==> src/rtl/bcd_digit_accum_if.sv <==
// rtl/bcd_digit_accum_if.sv - keypad entry / operand result bundle for bcd_digit_accum
interface bcd_digit_accum_if #(
    parameter int NDIG = 4,
    parameter int W    = 14
);
    logic                key_valid;
    logic [3:0]          key_code;
    logic                enter;
    logic                clr;
    logic                ready;
    logic [4*NDIG-1:0]   bcd_digits;
    logic [2:0]          ndig;
    logic [W-1:0]        bin_out;
    logic                bin_valid;
    logic                err;

    modport master (
        output key_valid, key_code, enter, clr,
        input  ready, bcd_digits, ndig, bin_out, bin_valid, err
    );

    modport slave (
        input  key_valid, key_code, enter, clr,
        output ready, bcd_digits, ndig, bin_out, bin_valid, err
    );
endinterface

==> src/rtl/bcd_digit_accum.sv <==
// rtl/bcd_digit_accum.sv - BCD keypad entry register with sequential BCD-to-binary conversion
module bcd_digit_accum #(
    parameter int NDIG = 4,
    parameter int W    = 14
) (
    input  logic                 clk,
    input  logic                 rst_n,
    bcd_digit_accum_if.slave     bus
);
    localparam int IW = (NDIG > 1) ? $clog2(NDIG) : 1;

    typedef enum logic [1:0] {ENTRY, CONV, DONE} state_t;

    state_t              state;
    logic [4*NDIG-1:0]   digits;
    logic [2:0]          ndig;
    logic [W-1:0]        acc;
    logic [IW-1:0]       idx;
    logic [W-1:0]        bin_out;
    logic                bin_valid;
    logic                err;
    logic [3:0]          cur_digit;
    logic [W-1:0]        acc_next;

    // acc*10 + digit as shift-add; cannot overflow given 10^NDIG-1 < 2^W
    always_comb begin
        cur_digit = 4'(digits >> {idx, 2'b00});
        acc_next  = (acc << 3) + (acc << 1) + W'(cur_digit);
    end

    always_ff @(posedge clk or negedge rst_n) begin
        if (!rst_n) begin
            state     <= ENTRY;
            digits    <= '0;
            ndig      <= '0;
            acc       <= '0;
            idx       <= '0;
            bin_out   <= '0;
            bin_valid <= 1'b0;
            err       <= 1'b0;
        end else begin
            err       <= 1'b0;
            bin_valid <= 1'b0;
            if (bus.clr) begin
                state   <= ENTRY;
                digits  <= '0;
                ndig    <= '0;
                acc     <= '0;
                idx     <= '0;
                bin_out <= '0;
            end else begin
                case (state)
                    ENTRY: begin
                        if (bus.enter) begin
                            if (bus.key_valid) err <= 1'b1;
                            if (ndig != 3'd0) begin
                                acc   <= '0;
                                idx   <= IW'(NDIG - 1);
                                state <= CONV;
                            end else begin
                                bin_out   <= '0;
                                bin_valid <= 1'b1;
                            end
                        end else if (bus.key_valid) begin
                            if (bus.key_code <= 4'd9 && ndig < 3'(NDIG)) begin
                                digits <= {digits[4*NDIG-5:0], bus.key_code};
                                ndig   <= ndig + 3'd1;
                            end else begin
                                err <= 1'b1;
                            end
                        end
                    end
                    CONV: begin
                        if (bus.key_valid || bus.enter) err <= 1'b1;
                        acc <= acc_next;
                        idx <= idx - IW'(1);
                        // publish on the last digit so bin_valid is high during DONE
                        if (idx == '0) begin
                            state     <= DONE;
                            bin_out   <= acc_next;
                            bin_valid <= 1'b1;
                        end
                    end
                    DONE: begin
                        if (bus.key_valid || bus.enter) err <= 1'b1;
                        digits <= '0;
                        ndig   <= '0;
                        state  <= ENTRY;
                    end
                    default: state <= ENTRY;
                endcase
            end
        end
    end

    assign bus.ready      = (state == ENTRY);
    assign bus.bcd_digits = digits;
    assign bus.ndig       = ndig;
    assign bus.bin_out    = bin_out;
    assign bus.bin_valid  = bin_valid;
    assign bus.err        = err;
endmodule
==> src/flat_wrapper.sv <==
// flat-port wrapper written by rule: the top's interface ports become plain ports
module bcd_digit_accum_flat 
#(
    parameter int NDIG = 4,
    parameter int W    = 14
)
  (clk, rst_n, bus_key_valid, bus_key_code, bus_enter, bus_clr, bus_ready, bus_bcd_digits, bus_ndig, bus_bin_out, bus_bin_valid, bus_err);
  bcd_digit_accum_if #(.NDIG(NDIG), .W(W)) bus_i ();
  input  logic clk;
  input  logic rst_n;
  input wire logic [$bits(bus_i.key_valid)-1:0] bus_key_valid;
  input wire logic [$bits(bus_i.key_code)-1:0] bus_key_code;
  input wire logic [$bits(bus_i.enter)-1:0] bus_enter;
  input wire logic [$bits(bus_i.clr)-1:0] bus_clr;
  output wire logic [$bits(bus_i.ready)-1:0] bus_ready;
  output wire logic [$bits(bus_i.bcd_digits)-1:0] bus_bcd_digits;
  output wire logic [$bits(bus_i.ndig)-1:0] bus_ndig;
  output wire logic [$bits(bus_i.bin_out)-1:0] bus_bin_out;
  output wire logic [$bits(bus_i.bin_valid)-1:0] bus_bin_valid;
  output wire logic [$bits(bus_i.err)-1:0] bus_err;
  assign bus_i.key_valid = bus_key_valid;
  assign bus_i.key_code = bus_key_code;
  assign bus_i.enter = bus_enter;
  assign bus_i.clr = bus_clr;
  assign bus_ready = bus_i.ready;
  assign bus_bcd_digits = bus_i.bcd_digits;
  assign bus_ndig = bus_i.ndig;
  assign bus_bin_out = bus_i.bin_out;
  assign bus_bin_valid = bus_i.bin_valid;
  assign bus_err = bus_i.err;
  bcd_digit_accum #(.NDIG(NDIG), .W(W)) u_core (.clk(clk), .rst_n(rst_n), .bus(bus_i));
endmodule
==> config.mk <==
export PLATFORM = sky130hd
export DESIGN_NAME = bcd_digit_accum_flat
export DESIGN_NICKNAME = d
export VERILOG_FILES = /design/src/rtl/bcd_digit_accum_if.sv /design/src/rtl/bcd_digit_accum.sv /design/src/flat_wrapper.sv
export SDC_FILE = /design/constraint.sdc
export NUM_CORES = 1
export LEC_CHECK = 0
export ABC_AREA = 0
export CAP_MARGIN = 40
export CELL_PAD_IN_SITES_DETAIL_PLACEMENT = 1
export CELL_PAD_IN_SITES_GLOBAL_PLACEMENT = 1
export CORE_MARGIN = 5
export CORE_UTILIZATION = 46
export DETAILED_ROUTE_END_ITERATION = 10
export PLACE_DENSITY = 0.95
export SLEW_MARGIN = 20
export SYNTH_ARGS = -nofsm -noshare
export SYNTH_HDL_FRONTEND = slang
export SYNTH_SLANG_ARGS = --single-unit
==> constraint.sdc <==
create_clock -name clk -period 6.2 [get_ports clk]
set_clock_uncertainty 0.2 [all_clocks]
set_input_delay 1.55 -clock clk [delete_from_list [all_inputs] [get_ports clk]]
set_output_delay 1.55 -clock clk [all_outputs]
set_load 0.03 [all_outputs]
==> flow_summary.ini, run 1 <==
[status]
outcome = complete, no violations

[synth]
ys_seq_elements = 52
muxShareOfSynthArea_pct = 3.31
synth_compound_area_share_pct = 21.4
netlist.area_leader.share_pct = 42.6
cell_types_with_the_largest_area_share_after_synthesis = dfrtp_1, ha_1, nand2_1
synth_nets = 336
ys_seq_area_share_pct = 42.6
postSynthCellCount = 295
ys_types = 48
yosys.area_share.adder_pct = 13.6
post_synth_and_or_nand_nor_area_fraction_pct = 13.6
ys_dominant_reg_cell = dfrtp_1
combinational_family_with_the_most_area_after_synthesis = compound AO/OA/AOI/OAI gates
synth_area_um2 = 3060
synth_enable_flop_cells = 0
synthesis.area_per_instance_um2 = 10.4
synth_xor_xnor_area_share_pct = 1.43
ys_warn_count = 0
synth-async-reset-ratio_pct = 100
synth_top_area_cell = dfrtp_1

[cells_and_area]
insertedDiodeCount = 0
ratio_of_cells_with_drive_above_1_in_the_final_layout_pct = 10.3
area_growth_syn_to_layout_pct = 20.3
final_net_count = 379
stdcell_count = 416
mostFrequentLayoutCells = dfrtp_1, clkdlybuf4s50_1, nand2_1, ha_1, o21ai_0
nFillCells = 706
layout_commonest_cell = dfrtp_1
final_area_um2 = 3680

[clock_tree]
cts_root_buffer = clkbuf_8
cts_tree = built
cts_setup_buffers = 0
cts.repair.resized = 0
cts_hold_buf = 0
clk_transition_reported_paths_ns = 0.10
clock-sinks = 52
ctsLongestPathBuffers = 2
level_count_of_the_clock_h_tree = 2
insertion_delay_of_the_later_clocked_pin_in_the_worst_skew_pair_ns = 0.33
cts_made_buffers = 5

[drt]
mean_number_of_vias_per_cell = 6.17
dr.first_iter.drc_count = 116
drcViolationCount = 0
postRouteAntennaNets = 0
routed-via-count = 2568
final_routed_wirelength_across_all_metal_layers_um = 8440
detail_route.first_pass.iterations = 5
routed_wire_length_per_instance_um = 20.3

[placed_design]
post-dp-hpwl_um = 6240
dpl-instance-area_um2 = 3580
place_inst = 408
gp_congestion = 0.858
detailedPlace.worstSlack_ns = 2.27
place.port_buffers = 44

[worst_setup_path]
crit_path_dat_ns = 2.22
worstSetupEndpointType = output pin
path_max_fanout = 13
crit_path_start_kind = flop
timing.critical_path.required_ns = 4.45
critPathKind = reg -> out

[sta]
worstMarginPinSlew_ns = 0.761
fmax_mhz = 252
fin_tns_setup_ns = 0
timing.final.ws_setup_ns = 2.23
slew-limit-headroom_pct = 49.2
layout_min_cycle_time_ns = 3.97
grt_setup_unrepaired = no
finalMaxSlewViolations = 0
hold_viol = 0
timing.final.crit_share_pct = 64.0
count_of_endpoints_failing_setup_in_the_final_report = 0

[grt]
groute.usage.overall_pct = 21.9
grt_max_degree = 53
wire_length_of_the_first_global_routing_pass_um = 14700
grt_overflow_total = 0
antenna_found_initial = 0
number_of_global_route_vias_before_repair = 2874

[floorplan]
fp.dieArea_um2 = 8380
row_cnt = 29
io_pins = 45
start_util_pct = 47.6
die_height_um = 91.5
die_w_um = 91.5
core-area_um2 = 6420

[run]
maxCapViolations = 0

[power_and_ir_drop]
static_leakage_nw = 1.71
power.density_nw_per_um2 = 179
total_power_mw = 0.657
max-vdd-ir-drop_mv = 0.115

[min_path]
hold_path_class = reg -> reg
area by class of cell:
cell class / count / area (µm²) / share of cell area [%]
tap: 77 / 96.3 / 2.62
inverter: 16 / 60.1 / 1.63
multi-input combinational: 215 / 1650 / 44.7
clock inverter: 3 / 27.5 / 0.748
timing repair buffer: 48 / 480 / 13.1
clock buffer: 5 / 68.8 / 1.87
sequential: 52 / 1300 / 35.4
synth_stat cells, types with 4 or more instances:
cell	instances
nand3_1	5
a22o_1	7
mux4_2	4
nor2_1	6
buf_2	8
inv_1	16
nand2_1	42
dfrtp_1	52
o21ai_0	20
a21o_1	5
nand2b_1	6
o31ai_1	6
or3_1	4
ha_1	30
a21oi_1	16
o41ai_1	4
nor3_1	5
a22o_2	10
kinds of logic (layout without fill, tap and decap cells):
logic type,Yosys count,after routing
flip-flops,52,52
AND/OR/NAND/NOR,82,82
multiplexers,5,5
buffers and inverters,28,72
AO/OA/AOI/OAI,91,91
XOR/XNOR,5,5
adder cells (fa/ha/maj),32,32
critical path, stage by stage (launching register included):
cell,delay (ns)
dfrtp_1,0.44
inv_1,0.15
ha_1,0.52
clkdlybuf4s50_1,0.78
routing by layer:
metal | up-vias | part of all wire [%] | track usage (%)
li1 | 1174 | - | -
met1 | 1299 | 41 | 26.0
met2 | 78 | 53 | 39.3
met3 | 17 | 4.3 | 3.80
met4 | 0 | 2.2 | 7.91
met5 | - | 0 | 0
worst paths after layout:
path / to / slack (ns) / from / cells past startpoint
hold / removal: u_core.bus.bin_out[7] / 0.28 / u_core.bus.bin_out[7] / 2
min in group asynchronous: u_core.bus.bin_out[3] / 1.13 / rst_n / 2
hold reg to reg: u_core.bus.bin_out[7] / 0.28 / u_core.bus.bin_out[7] / 2
max in group asynchronous: u_core.bus.bin_out[0] / 4.21 / rst_n / 2
setup reg to reg: u_core.bus.bin_out[12] / 2.62 / u_core.idx[1] / 9
setup / recovery: bus_ready / 2.23 / u_core.state[1] / 3
flip-flops by register name (all words and copies together) (netlist names):
name and count:
u_core.bus.bcd_digits 16, u_core.idx 2, u_core.state 2, u_core.acc 13, u_core.bus.bin_valid 1, u_core.bus.bin_out 14
u_core.bus.ndig 3, u_core.bus.err 1
through the flow:
step / util (%) / hold slack, ns
5_1_grt: 57.3 / 0.322
2_1_floorplan: - / 0.253
3_3_place_gp: 55.2 / 0.258
4_1_cts: 57.3 / 0.293
6_report: 57.3 / 0.283
3_5_place_dp: 55.8 / 0.270
power breakdown:
part	leakage (nW)	total, mW	switching (mW)	internal, mW
clock network	0.0463	0.216	0.133	0.0833
registers	0.719	0.354	0.00918	0.344
logic	0.944	0.0872	0.0550	0.0322
Note: power is estimated with default switching activity, not from simulation.
==> inputs of run 2 (changes only) <==
--- a/config.mk
+++ b/config.mk
@@ -10,9 +10,9 @@
 export CELL_PAD_IN_SITES_DETAIL_PLACEMENT = 1
 export CELL_PAD_IN_SITES_GLOBAL_PLACEMENT = 1
 export CORE_MARGIN = 5
-export CORE_UTILIZATION = 46
+export CORE_UTILIZATION = 38
 export DETAILED_ROUTE_END_ITERATION = 10
-export PLACE_DENSITY = 0.95
+export PLACE_DENSITY = 0.85
 export SLEW_MARGIN = 20
 export SYNTH_ARGS = -nofsm -noshare
 export SYNTH_HDL_FRONTEND = slang
==> constraint.sdc (replaced) <==
create_clock -name clk -period 3.5 [get_ports clk]
set_clock_uncertainty 0.2 [all_clocks]
set_input_delay 0.875 -clock clk [delete_from_list [all_inputs] [get_ports clk]]
set_output_delay 0.875 -clock clk [all_outputs]
set_load 0.03 [all_outputs]
==> run 2 against run 1 <==
  * Design area grew 2.2%
  * Die area grew 19%
  * Via count shrank 1.7%
  * Power grew 76%
  * Largest cell class unchanged
  * First-iteration DRC count shrank 18%
  * Count of clock-buffer cells in the layout is the same
  * Routed wire length shrank 3.6%
  * Register-to-register slack lost 2.5 ns
  * Worst hold slack gained 0.0035 ns
  * Setup slack lost 2.1 ns
==> flow_summary.ini, run 2 (synthesized netlist as in run 1, its figures left out) <==
[worst_setup_path]
worstSetupEndpointType = flop
critPathKind = reg -> reg
crit_path_start_kind = flop
critical_path.reg2reg.endpoint = u_core.bus.bin_out[12]
timing.critical_path.required_ns = 3.51
timing.reg2reg.setup_slack_ns = 0.17
cp-startpoint = u_core.bus.bcd_digits[7]
path_max_fanout = 4
worstRegToRegCells = 9
critical_path.reg2reg.startpoint = u_core.bus.bcd_digits[7]
crit_path_dat_ns = 3.35

[drt]
detail_route.first_pass.iterations = 4
routed-via-count = 2524
drcViolationCount = 0
mean_number_of_vias_per_cell = 5.61
final_routed_wirelength_across_all_metal_layers_um = 8140
postRouteAntennaNets = 0
routed_wire_length_per_instance_um = 18.1
dr.first_iter.drc_count = 95

[placed_design]
place.port_buffers = 44
gp_congestion = 0.874
post-dp-hpwl_um = 6050

[clock_tree]
clock-sinks = 52
cts_hold_buf = 0
cts_setup_buffers = 0
cts_tree = built
cts.repair.resized = 0
clk_transition_reported_paths_ns = 0.11
level_count_of_the_clock_h_tree = 2
cts_made_buffers = 5
insertion_delay_of_the_later_clocked_pin_in_the_worst_skew_pair_ns = 0.32
cts_root_buffer = clkbuf_8
ctsLongestPathBuffers = 2

[power_and_ir_drop]
max-vdd-ir-drop_mv = 0.184
static_leakage_nw = 1.75
power.density_nw_per_um2 = 308

[cells_and_area]
mostFrequentLayoutCells = dfrtp_1, clkdlybuf4s50_1, nand2_1, ha_1, o21ai_0
largest_register_ffs = 16
post-route-util_pct = 48.4
final_net_count = 388
area_growth_syn_to_layout_pct = 23.0
ratio_of_cells_with_drive_above_1_in_the_final_layout_pct = 13.2
layout_commonest_cell = dfrtp_1
insertedDiodeCount = 0

[sta]
layout_min_cycle_time_ns = 3.33
timing.final.crit_share_pct = 95.3
count_of_endpoints_failing_setup_in_the_final_report = 0
fmax_mhz = 300
slew-limit-headroom_pct = 54.7
hold_viol = 0
finalMaxSlewViolations = 0
finalHoldWorstSlack_ns = 0.287
worstMarginPinSlew_ns = 0.680

[floorplan]
core-area_um2 = 7770
start_util_pct = 39.4
fp.dieArea_um2 = 9940
row_cnt = 32
io_pins = 45
die_w_um = 99.7
die_height_um = 99.7

[min_path]
hold_path_end = u_core.bus.bin_out[8]
holdCritStartpoint = u_core.bus.bin_out[8]
hold_path_class = reg -> reg
hold_depth = 2

[grt]
antenna_found_initial = 0
grt_max_degree = 53
number_of_global_route_vias_before_repair = 2743
grt_overflow_total = 0
groute.usage.overall_pct = 16.9
wire_length_of_the_first_global_routing_pass_um = 13600

[status]
outcome = complete, no violations

[run]
maxCapViolations = 0
==> run 2: final cells by class <==
class,count,area [µm²]
Inverter,16,60.1
Fill cell,901,4010
Clock inverter,3,25.0
Timing Repair Buffer,57,537
Clock buffer,5,68.8
Sequential cell,52,1300
Tap cell,102,128
Multi-Input combinational cell,215,1640
==> run 2: worst max path at each step <==
| stage | endpoint | cells after the start |
|---|---|---|
| 3_3_place_gp | u_core.bus.bin_out[12] | 10 |
| 3_5_place_dp | u_core.bus.bin_out[12] | 10 |
| 6_report | u_core.bus.bin_out[12] | 9 |
| 2_1_floorplan | u_core.bus.bin_out[12] | 11 |
| 5_1_grt | u_core.bus.bin_out[12] | 9 |
| 4_1_cts | u_core.bus.bin_out[12] | 10 |
==> run 2: metrics by stage <==
| step | std cells | power, mW | instance area [µm²] | setup WS, ns | TNS (ns) |
|---|---|---|---|---|---|
| 2_1_floorplan | 295 | 0.723 | 3060 | 0.234 | 0 |
| 3_3_place_gp | 441 | 0.787 | 3640 | 0.308 | 0 |
| 5_1_grt | 450 | 1.21 | 3760 | -0.0103 | -0.0103 |
| 3_5_place_dp | 442 | 0.793 | 3660 | 0.141 | 0 |
| 6_report | 450 | 1.16 | 3760 | 0.165 | 0 |
| 4_1_cts | 450 | 1.17 | 3750 | 0.0387 | 0 |
==> run 2: layer usage <==
metal	track usage, %	up-vias	wire (µm)
met5	0	-	0
met4	4.94	0	139
li1	-	1181	-
met1	20.1	1270	3470
met2	30.0	61	4150
met3	4.07	12	377
==> run 2: worst max-delay path: stages, from the launching register on <==
cell,delay (ns)
dfrtp_1,0.44
mux4_2,0.46
inv_1,0.08
fa_1,0.45
fa_1,0.46
nand2b_1,0.23
a21o_1,0.25
a211oi_2,0.28
o21ai_0,0.11
a32o_1,0.27
==> run 2: power by group <==
part | internal [mW] | switching, mW | total, mW
Combinational | 0.0624 | 0.0969 | 0.159
Sequential | 0.611 | 0.0107 | 0.621
Clock | 0.147 | 0.232 | 0.379
Total | 0.820 | 0.340 | 1.16
==> inputs of run 3 (changes only) <==
--- a/config.mk
+++ b/config.mk
@@ -17,3 +17,4 @@
 export SYNTH_ARGS = -nofsm -noshare
 export SYNTH_HDL_FRONTEND = slang
 export SYNTH_SLANG_ARGS = --single-unit
+export TNS_END_PERCENT = 20
==> results of run 3 <==
The final DEF is identical to that of run 2; final timing and power are the same.
